$ cat src/rtl/clk_div_mon_pkg.sv
// Shared types and helpers for the divided-clock monitor.
package clk_div_mon_pkg;

  // Default counter width for period, high-time and error counters.
  localparam int CNT_W_DEF = 8;

  // Monitor FSM states.
  typedef enum logic [1:0] {
    ST_IDLE = 2'd0,
    ST_SYNC = 2'd1,
    ST_MEAS = 2'd2
  } mon_state_t;

  // Absolute difference of two counts. Evaluated in 32-bit signed
  // arithmetic, which is wider than any counter, so the subtraction
  // never wraps below zero.
  function automatic int abs_diff(input int a, input int b);
    int d;
    d = a - b;
    return (d < 0) ? -d : d;
  endfunction

endpackage

$ cat src/rtl/clk_div_monitor_edge_sampler.sv
// Two-flop sampler for a divided-clock tap, with one-cycle rise/fall strobes.
module edge_sampler (
  input  logic clk,
  input  logic rst,
  input  logic sig_in,
  output logic level,
  output logic rise,
  output logic fall
);

  logic s1_reg;
  logic s2_reg;

  // Sample the tap and keep one cycle of history for edge detection.
  always_ff @(posedge clk) begin
    if (rst) begin
      s1_reg <= 1'b0;
      s2_reg <= 1'b0;
    end else begin
      s1_reg <= sig_in;
      s2_reg <= s1_reg;
    end
  end

  assign level = s1_reg;
  assign rise  = s1_reg & ~s2_reg;
  assign fall  = ~s1_reg & s2_reg;

endmodule

$ cat src/rtl/clk_div_monitor.sv
// Measures period and high time of a divided clock in source-clock cycles,
// checks them against expected values, tracks lock and counts errors.
// Pipeline: sample (s1) -> rise seen / capture -> compare -> outputs,
// so meas_valid lands 3 cycles after clk_div_in is first sampled high.
module clk_div_monitor
  import clk_div_mon_pkg::*;
#(
  parameter int CNT_W      = CNT_W_DEF,
  parameter int EXP_PERIOD = 4,
  parameter int EXP_HIGH   = 2,
  parameter int TOL        = 0,
  parameter int LOCK_NUM   = 3,
  parameter int TIMEOUT    = 255
) (
  input  logic             clk,
  input  logic             rst,
  input  logic             en,
  input  logic             clk_div_in,
  output logic [CNT_W-1:0] period_cnt,
  output logic [CNT_W-1:0] high_cnt,
  output logic             meas_valid,
  output logic             err_period,
  output logic             err_duty,
  output logic             err_timeout,
  output logic             locked,
  output logic [CNT_W-1:0] err_count
);

  localparam logic [CNT_W-1:0] CNT_MAX  = {CNT_W{1'b1}};
  localparam logic [CNT_W-1:0] CNT_ONE  = CNT_W'(1);
  localparam logic [CNT_W-1:0] TO_LAST  = CNT_W'(TIMEOUT - 1);
  localparam logic [CNT_W-1:0] LOCK_VAL = CNT_W'(LOCK_NUM);

  logic s1;
  logic rise;
  logic fall_unused;

  edge_sampler u_edge (
    .clk    (clk),
    .rst    (rst),
    .sig_in (clk_div_in),
    .level  (s1),
    .rise   (rise),
    .fall   (fall_unused)
  );

  mon_state_t       state_reg, state_next;
  logic             tmo_fire;
  logic             meas_fire;

  logic [CNT_W-1:0] per_c_reg;
  logic [CNT_W-1:0] hi_c_reg;
  logic [CNT_W-1:0] to_c_reg;

  logic             cap_vld_reg;
  logic [CNT_W-1:0] cap_per_reg;
  logic [CNT_W-1:0] cap_hi_reg;

  logic             cmp_vld_reg;
  logic [CNT_W-1:0] cmp_per_reg;
  logic [CNT_W-1:0] cmp_hi_reg;
  logic             cmp_eper_reg;
  logic             cmp_eduty_reg;

  logic [CNT_W-1:0] good_run_reg;
  logic [CNT_W-1:0] good_run_next;
  logic             meas_err;
  logic             any_err;

  // State register.
  always_ff @(posedge clk) begin
    if (rst) state_reg <= ST_IDLE;
    else     state_reg <= state_next;
  end

  // Next state plus the rise/timeout events. A rise in the same cycle as
  // the timeout boundary wins and is measured normally.
  always_comb begin
    state_next = state_reg;
    tmo_fire   = 1'b0;
    meas_fire  = 1'b0;
    if (!en) begin
      state_next = ST_IDLE;
    end else begin
      case (state_reg)
        ST_IDLE: state_next = ST_SYNC;
        ST_SYNC: begin
          if (rise)                     state_next = ST_MEAS;
          else if (to_c_reg == TO_LAST) tmo_fire   = 1'b1;
        end
        ST_MEAS: begin
          if (rise) begin
            meas_fire = 1'b1;
          end else if (to_c_reg == TO_LAST) begin
            tmo_fire   = 1'b1;
            state_next = ST_SYNC;
          end
        end
        default: state_next = ST_IDLE;
      endcase
    end
  end

  // Period, high-time and no-edge counters; a rise reloads the
  // period/high counters to 1 because the rise cycle itself is high.
  always_ff @(posedge clk) begin
    if (rst || !en || state_reg == ST_IDLE) begin
      per_c_reg <= '0;
      hi_c_reg  <= '0;
      to_c_reg  <= '0;
    end else if (rise) begin
      per_c_reg <= CNT_ONE;
      hi_c_reg  <= CNT_ONE;
      to_c_reg  <= '0;
    end else if (tmo_fire) begin
      per_c_reg <= '0;
      hi_c_reg  <= '0;
      to_c_reg  <= '0;
    end else begin
      to_c_reg <= to_c_reg + CNT_ONE;
      if (state_reg == ST_MEAS) begin
        if (per_c_reg != CNT_MAX)       per_c_reg <= per_c_reg + CNT_ONE;
        if (s1 && hi_c_reg != CNT_MAX)  hi_c_reg  <= hi_c_reg + CNT_ONE;
      end
    end
  end

  // Capture stage: freeze the finished period's counts on a measured rise.
  always_ff @(posedge clk) begin
    if (rst) begin
      cap_vld_reg <= 1'b0;
      cap_per_reg <= '0;
      cap_hi_reg  <= '0;
    end else begin
      cap_vld_reg <= meas_fire;
      if (meas_fire) begin
        cap_per_reg <= per_c_reg;
        cap_hi_reg  <= hi_c_reg;
      end
    end
  end

  // Compare stage: tolerance checks against the expected period/high time.
  always_ff @(posedge clk) begin
    if (rst) begin
      cmp_vld_reg   <= 1'b0;
      cmp_per_reg   <= '0;
      cmp_hi_reg    <= '0;
      cmp_eper_reg  <= 1'b0;
      cmp_eduty_reg <= 1'b0;
    end else begin
      cmp_vld_reg   <= cap_vld_reg & en;
      cmp_per_reg   <= cap_per_reg;
      cmp_hi_reg    <= cap_hi_reg;
      cmp_eper_reg  <= abs_diff(int'(cap_per_reg), EXP_PERIOD) > TOL;
      cmp_eduty_reg <= abs_diff(int'(cap_hi_reg), EXP_HIGH) > TOL;
    end
  end

  assign meas_err      = cmp_vld_reg & (cmp_eper_reg | cmp_eduty_reg);
  assign any_err       = tmo_fire | (en & meas_err);
  assign good_run_next = (good_run_reg == LOCK_VAL) ? good_run_reg
                                                    : good_run_reg + CNT_ONE;

  // Output stage: publish measurements and pulses; measurements hold while
  // disabled so the last result stays readable.
  always_ff @(posedge clk) begin
    if (rst) begin
      period_cnt  <= '0;
      high_cnt    <= '0;
      meas_valid  <= 1'b0;
      err_period  <= 1'b0;
      err_duty    <= 1'b0;
      err_timeout <= 1'b0;
    end else begin
      meas_valid  <= en & cmp_vld_reg;
      err_period  <= en & cmp_vld_reg & cmp_eper_reg;
      err_duty    <= en & cmp_vld_reg & cmp_eduty_reg;
      err_timeout <= tmo_fire;
      if (en && cmp_vld_reg) begin
        period_cnt <= cmp_per_reg;
        high_cnt   <= cmp_hi_reg;
      end
    end
  end

  // Lock tracking: consecutive good measurements build the run; any error
  // or a disable clears it in the same cycle the error pulse is driven.
  always_ff @(posedge clk) begin
    if (rst) begin
      good_run_reg <= '0;
      locked       <= 1'b0;
    end else if (!en || any_err) begin
      good_run_reg <= '0;
      locked       <= 1'b0;
    end else if (cmp_vld_reg) begin
      good_run_reg <= good_run_next;
      if (good_run_next == LOCK_VAL) locked <= 1'b1;
    end
  end

  // Saturating error counter; simultaneous pulses count once.
  always_ff @(posedge clk) begin
    if (rst)                               err_count <= '0;
    else if (any_err && err_count != CNT_MAX) err_count <= err_count + CNT_ONE;
  end

endmodule

$ cat config.mk
export PLATFORM = sky130hd
export DESIGN_NAME = clk_div_monitor
export DESIGN_NICKNAME = d
export VERILOG_FILES = /design/src/rtl/clk_div_mon_pkg.sv /design/src/rtl/clk_div_monitor_edge_sampler.sv /design/src/rtl/clk_div_monitor.sv
export SDC_FILE = /design/constraint.sdc
export NUM_CORES = 1
export LEC_CHECK = 0
export ABC_AREA = 0
export ABC_CLOCK_PERIOD_IN_PS = 2750
export BUFFER_PORTS_ARGS = -buffer_cell sky130_fd_sc_hd__buf_4
export CORE_MARGIN = 2
export CORE_UTILIZATION = 45
export DETAILED_ROUTE_END_ITERATION = 7
export PLACE_DENSITY = 0.64
export SYNTH_ARGS = -nofsm -noshare
export SYNTH_HDL_FRONTEND = slang
export SYNTH_HIERARCHICAL = 1
export SYNTH_SLANG_ARGS = --single-unit
export TNS_END_PERCENT = 50
$ cat constraint.sdc
create_clock -name clk -period 2.75 [get_ports clk]
set_input_delay 0.275 -clock clk [delete_from_list [all_inputs] [get_ports clk]]
set_output_delay 0.275 -clock clk [all_outputs]
set_load 0.02 [all_outputs]
==> key figures, run 1 <==
Status
  • Status: complete, no violations

Final layout
  • Layout filler cell count: between 800 and 900
  • Fraction of layout cells with a size suffix above 1: about 11%
  • Layout Nets: around 530
  • Commonest non-fill, non-tap cell in the layout: dfxtp_1
  • Most frequent cells in the layout: dfxtp_1, nand2_1, nor2_1, a21oi_1, buf_4
  • Syn-to-layout area delta: 12.26%
  • N_diodes: 0
  • Cell area after layout: around 4700 um2
  • Final std cells w/o fill: around 630

Floorplanning
  • Starting Density: a little under half
  • Die H: 100.1 um
  • Num ports: 33
  • Chip width: approximately 100 um
  • Core Region: 9109 um2
  • Die Area: between 10000 and 15000 um2
  • FP Rows: 35

Power
  • Max VDD drop: 0.2460 mV
  • Pwr/cell area: 530.9 nW/um2
  • Leakage: 1.681 nW

Placed design
  • Port Buf Inserts: 32
  • Placed cell area: around 4500 um2
  • RePlAce Congestion: ~0.83
  • Hpwl dp: ~5500 um
  • # placed instances: about 600

Clock network
  • Post-CTS setup buffers: 0
  • TritonCTS clock tree: built
  • Clock buffer count from CTS: 9
  • H-tree levels: 3
  • Clk buf depth: 2
  • Root Buffer: clkbuf_8
  • Clock Pin Slew Worst Setup and Hold Paths: 0.10 ns
  • Clock net sink count: slightly above 100
  • Post-CTS sizing: 0
  • Hold-fix buffers, CTS: 0
  • Clock Latency Late Sink: 0.36 ns

GRT
  • Number of global-route vias before repair: about 3100
  • Pin count of the biggest net entering global routing: 62
  • Total gr overflow: 0
  • Initial antenna violation count: 0
  • Total GRT Usage: 16.80%
  • First-pass GRT wire length: around 14000 um

Job
  • Max Cap Viol: 0

Logic synthesis
  • Yosys warns: 6
  • Mapped cell area: between 4000 and 5000 um2
  • Syn nets: about 500
  • Syn Inst Count: between 400 and 500
  • Syn Area/Cell: 8.515 um2

STA
  • Slew Limit Fails: 0
  • Setup_tns: 0 ns
  • Worst Max-Slew Pin Slew: between 0.7 and 0.8 ns
  • Final Cycle Share: 78.09%
  • RSZ-0062 raised after global routing: false
  • Max-slew headroom: between 40% and 50%
  • Final setup skew: between 0.01 and 0.015 ns
  • Count of final setup violators: 0
  • Peak Freq: between 400 and 500 MHz
  • Final hold vios: 0
  • Final min period: approximately 2.1 ns

Route
  • Drt initial violations: 178
  • Drt first pass iters: 4
  • Met2 wire len: 3676 um
  • Uppermost layer routed: met4
  • DR DRC count: 0
  • Met1 WL: ~4000 um
  • Via density: roughly 5.1
  • Antenna Nets Post-Route: 0
  • Final WL: ~7900 um
  • Vias: approximately 3200
  • Met3 WL: 177 um
  • Routed length per instance: about 13 um

Setup path
  • R2R depth: 6
  • CP top delay family: simple AND/OR/NAND/NOR gates
  • CP Class: register to register
  • Worst Path Arrival: between 2 and 2.5 ns
  • Reg-to-Reg Start: good_run_reg[0]$_SDFFE_PP0P_
  • Worst reg-to-reg setup slack: between 0.6 and 0.7 ns
  • Crit path cell chain: ha_1 -> or4b_4 -> or4_4 -> nand2_2 -> mux2i_1 -> nor2_1
  • Maximum fanout along the worst path: 9
  • Slowest stage delay, CP: 0.49 ns
  • Slowest-stage cell, CP: dfxtp_1
  • WP buf/inv: 0
  • Crit start category: register
  • Crit end category: register
  • FF-to-FF End: good_run_reg[1]$_SDFFE_PP0P_
  • Req. time, crit path: ~3.0 ns

Min path
  • Hold depth: 2
  • Worst hold path class: input port to register
  • Hold_sp: clk_div_in
  • Hold worst-path end: u_edge/level$_SDFF_PP0_
## metrics by stage
stage          utilization, %  setup WS (ns)  hold WS (ns)  power (mW)
2_1_floorplan               -         0.7643        0.3466       1.535
3_3_place_gp            48.94         0.6829        0.4115       1.550
3_5_place_dp            48.94         0.6186        0.4199       1.551
4_1_cts                 51.21         0.6113        0.1555       2.506
5_1_grt                 51.21         0.4339        0.1541       2.575
6_report                51.21         0.6024        0.1615       2.476
## power breakdown
group	leakage [nW]	switching (mW)	internal, mW
clock network	0.0980	0.527	0.433
logic	0.769	0.0332	0.0132
registers	0.815	0.00337	1.47
total	1.68	0.564	1.91
## how the worst max path moves through the flow
stage	start	to	depth (start not counted)
final	good_run_reg[0]$_SDFFE_PP0P_	good_run_reg[1]$_SDFFE_PP0P_	6
after global routing	to_c_reg[0]$_SDFF_PP0_	per_c_reg[2]$_SDFFE_PP0P_	7
after CTS	good_run_reg[0]$_SDFFE_PP0P_	good_run_reg[1]$_SDFFE_PP0P_	6
after detailed placement	u_edge/level$_SDFF_PP0_	per_c_reg[6]$_SDFFE_PP0P_	7
after global placement	good_run_reg[0]$_SDFFE_PP0P_	good_run_reg[1]$_SDFFE_PP0P_	6
after floorplan	good_run_reg[0]$_SDFFE_PP0P_	good_run_reg[1]$_SDFFE_PP0P_	6
## worst register-to-register path, stage by stage, from the launching register on
cell     delay, ns
dfxtp_1       0.49
ha_1          0.28
or4b_4        0.49
or4_4         0.44
nand2_2       0.11
mux2i_1       0.19
nor2_1        0.05
## metal layers
metal | up-vias | GRT usage, %
li1 | 1687 | -
met1 | 1474 | 21.91
met2 | 36 | 28.12
met3 | 8 | 2.925
met4 | 0 | 6.006
met5 | - | 0
## area by class of cell
type | instances | area, um2 | area share, %
clock buffers | 9 | 123.9 | 2.656
flip-flops and latches | 101 | 2022 | 43.35
clock inverters | 7 | 82.58 | 1.770
multi-input cells | 350 | 1986 | 42.57
repair buffers | 34 | 255.2 | 5.472
inverters | 15 | 56.30 | 1.207
well taps | 111 | 138.9 | 2.977
Power figures use the tool's default switching activity.
==> run 2, diff against run 1 <==
--- a/config.mk
+++ b/config.mk
@@ -6,12 +6,12 @@
 export NUM_CORES = 1
 export LEC_CHECK = 0
 export ABC_AREA = 0
-export ABC_CLOCK_PERIOD_IN_PS = 2750
+export ABC_CLOCK_PERIOD_IN_PS = 1800
 export BUFFER_PORTS_ARGS = -buffer_cell sky130_fd_sc_hd__buf_4
 export CORE_MARGIN = 2
 export CORE_UTILIZATION = 45
 export DETAILED_ROUTE_END_ITERATION = 7
-export PLACE_DENSITY = 0.64
+export PLACE_DENSITY = 0.66
 export SYNTH_ARGS = -nofsm -noshare
 export SYNTH_HDL_FRONTEND = slang
 export SYNTH_HIERARCHICAL = 1
==> constraint.sdc (replaced) <==
create_clock -name clk -period 1.8 [get_ports clk]
set_input_delay 0.18 -clock clk [delete_from_list [all_inputs] [get_ports clk]]
set_output_delay 0.18 -clock clk [all_outputs]
set_load 0.02 [all_outputs]
==> key figures, run 2 (synthesis gave the netlist of run 1 again) <==
Status
  • Status: finished, violations left (was complete, no violations)
  • Failing checks: setup timing

STA
  • Final Cycle Share: 103.6% (was 78.09%)
  • Final setup skew: 0.009719 ns (was 0.01012 ns)
  • Max-slew headroom: 59.13% (was 47.89%)
  • Hold WS: 0.03570 ns (was 0.1615 ns)
  • Slew Limit Fails: 0 (unchanged)
  • Peak Freq: 536.1 MHz (was 465.6 MHz)
  • Worst Max-Slew Pin Slew: 0.6130 ns (was 0.7798 ns)
  • Count of final setup violators: 2 (was 0)
  • Final worst slack: -0.06550 ns (was 0.6024 ns)
  • Setup_tns: -0.09389 ns (was 0 ns)
  • Final min period: 1.865 ns (was 2.148 ns)
  • RSZ-0062 raised after global routing: true (was false)
  • Final hold vios: 0 (unchanged)

Final layout
  • Commonest non-fill, non-tap cell in the layout: dfxtp_1 (unchanged)
  • Final Util: 54.45% (was 51.21%)
  • Syn-to-layout area delta: 19.36% (was 12.26%)
  • Most frequent cells in the layout: dfxtp_1, nand2_1, buf_4, nor2_1, a21oi_1 (was dfxtp_1, nand2_1, nor2_1, a21oi_1, buf_4)
  • Layout Nets: 556 (was 527)
  • Fraction of layout cells with a size suffix above 1: 20.00% (was 11.24%)
  • Cell area after layout: 4960 um2 (was 4664 um2)
  • N_diodes: 0 (unchanged)
  • Final std cells w/o fill: 656 (was 627)

Route
  • Routed length per instance: 12.35 um (was 12.54 um)
  • Via density: 5.072 (was 5.112)
  • Final WL: 8102 um (was 7864 um)
  • Drt first pass iters: 4 (unchanged)
  • Antenna Nets Post-Route: 0 (unchanged)
  • Drt initial violations: 96 (was 178)
  • Vias: 3327 (was 3205)
  • DR DRC count: 0 (unchanged)

Clock network
  • H-tree levels: 3 (unchanged)
  • Clock Pin Slew Worst Setup and Hold Paths: 0.10 ns (about the same)
  • Clk buf depth: 2 (unchanged)
  • Hold-fix buffers, CTS: 0 (unchanged)
  • Clock Latency Late Sink: 0.36 ns (about the same)
  • Clock buffer count from CTS: 9 (unchanged)
  • Root Buffer: clkbuf_8 (unchanged)
  • TritonCTS clock tree: built (unchanged)
  • Clock net sink count: 101 (unchanged)

Floorplanning
  • Die Area: 10020 um2 (unchanged)
  • Die H: 100.1 um (unchanged)
  • Num ports: 33 (unchanged)
  • FP Rows: 35 (unchanged)
  • Chip width: 100.1 um (unchanged)
  • Starting Density: 45.62% (unchanged)
  • Core Region: 9109 um2 (unchanged)

Power
  • Max VDD drop: 0.3001 mV (was 0.2460 mV)
  • Leakage: 1.826 nW (was 1.681 nW)
  • Total power: 3.650 mW (was 2.476 mW)
  • Pwr/cell area: 735.9 nW/um2 (was 530.9 nW/um2)

Setup path
  • Maximum fanout along the worst path: 3 (was 9)
  • CP startpoint: good_run_reg[1]$_SDFFE_PP0P_ (was good_run_reg[0]$_SDFFE_PP0P_)
  • Crit end category: register (unchanged)
  • Capture point of the critical path: good_run_reg[1]$_SDFFE_PP0P_ (unchanged)
  • Worst reg-to-reg setup slack: -0.07 ns (was 0.60 ns)
  • Slowest-stage cell, CP: or4_4 (was dfxtp_1)
  • R2R depth: 6 (unchanged)
  • Crit start category: register (unchanged)
  • Req. time, crit path: 2.05 ns (was 3.00 ns)
  • Slowest stage delay, CP: 0.47 ns (was 0.49 ns)
  • CP Class: register to register (unchanged)
  • FF-to-FF End: good_run_reg[1]$_SDFFE_PP0P_ (unchanged)
  • Reg-to-Reg Start: good_run_reg[1]$_SDFFE_PP0P_ (was good_run_reg[0]$_SDFFE_PP0P_)
  • Worst Path Arrival: 2.12 ns (was 2.40 ns)
  • Crit path cell chain: ha_4 -> or4b_4 -> or4_4 -> nand2_4 -> mux2i_1 -> nor2_1 (was ha_1 -> or4b_4 -> or4_4 -> nand2_2 -> mux2i_1 -> nor2_1)

Placed design
  • Placed cell area: 4681 um2 (was 4458 um2)
  • DP Worst Slack: -0.05773 ns (was 0.6186 ns)
  • # placed instances: 638 (was 611)
  • Port Buf Inserts: 32 (unchanged)
  • Hpwl dp: 5775 um (was 5460 um)
  • RePlAce Congestion: 0.8827 (was 0.8300)

GRT
  • Initial antenna violation count: 0 (unchanged)
  • Pin count of the biggest net entering global routing: 62 (unchanged)
  • Total gr overflow: 0 (unchanged)
  • Number of global-route vias before repair: 3082 (was 3059)
  • Total GRT Usage: 16.72% (was 16.80%)
  • First-pass GRT wire length: 13630 um (was 13760 um)

Job
  • Max Cap Viol: 0 (unchanged)

Min path
  • Worst hold path class: input port to register (unchanged)
[run 2: changes by cell type in the layout (fill, tap and decap cells not counted), sizes merged]
cell    before  now
buf         34   63
inv         17   19
bufinv       1    0
clkinv       2    1
[run 2: what timing repair did]
| action | in CTS | in global routing |
|---|---|---|
| gates cloned | 0 | 0 |
| gates resized for setup | 2 | 20 |
| buffers inserted | 1 | 1 |
| pin swaps | 1 | 8 |
| endpoints found under the setup margin | 5 | 20 |
| endpoints found under the hold margin | 0 | 0 |
[run 2: routing by layer]
layer | global-route usage [%] | share of wire (%) | vias up
li1 | - | - | 1741
met1 | 22.11 | 50 | 1530
met2 | 27.44 | 46 | 49
met3 | 3.760 | 3.0 | 7
met4 | 5.058 | 1.1 | 0
met5 | 0 | 0 | -
[run 2: area by class of cell]
class                   instances  area (um2)
fillers                       858        4149
multi-input cells             350        2078
flip-flops and latches        101        2034
repair buffers                 63       473.0
well taps                     111       138.9
clock buffers                   9       123.9
inverters                      15       56.30
clock inverters                 7       55.05
[run 2: power by group]
group	internal [mW]	leakage [nW]	switching (mW)	total, mW
Combinational	0.0325	0.919	0.0558	0.0883
Sequential	2.24	0.818	0.00411	2.24
Clock	0.521	0.0885	0.800	1.32
[run 2: worst min path at each step]
| stage | startpoint | end | slack [ns] | cells past startpoint |
|---|---|---|---|---|
| floorplan | rst | u_edge/level$_SDFF_PP0_ | 0.25 | 1 |
| global placement | clk_div_in | u_edge/level$_SDFF_PP0_ | 0.40 | 2 |
| detailed placement | clk_div_in | u_edge/level$_SDFF_PP0_ | 0.41 | 2 |
| CTS | clk_div_in | u_edge/level$_SDFF_PP0_ | 0.03 | 2 |
| global route | clk_div_in | u_edge/level$_SDFF_PP0_ | 0.04 | 2 |
| finish | clk_div_in | u_edge/level$_SDFF_PP0_ | 0.04 | 2 |
[run 2: critical path: cells and delay by family, from the launching register on]
family / cells / cell delay [ns]
muxes: 1 / 0.18
adders and majority gates: 1 / 0.12
and+or+nand+nor: 4 / 1.08
DFF: 1 / 0.37
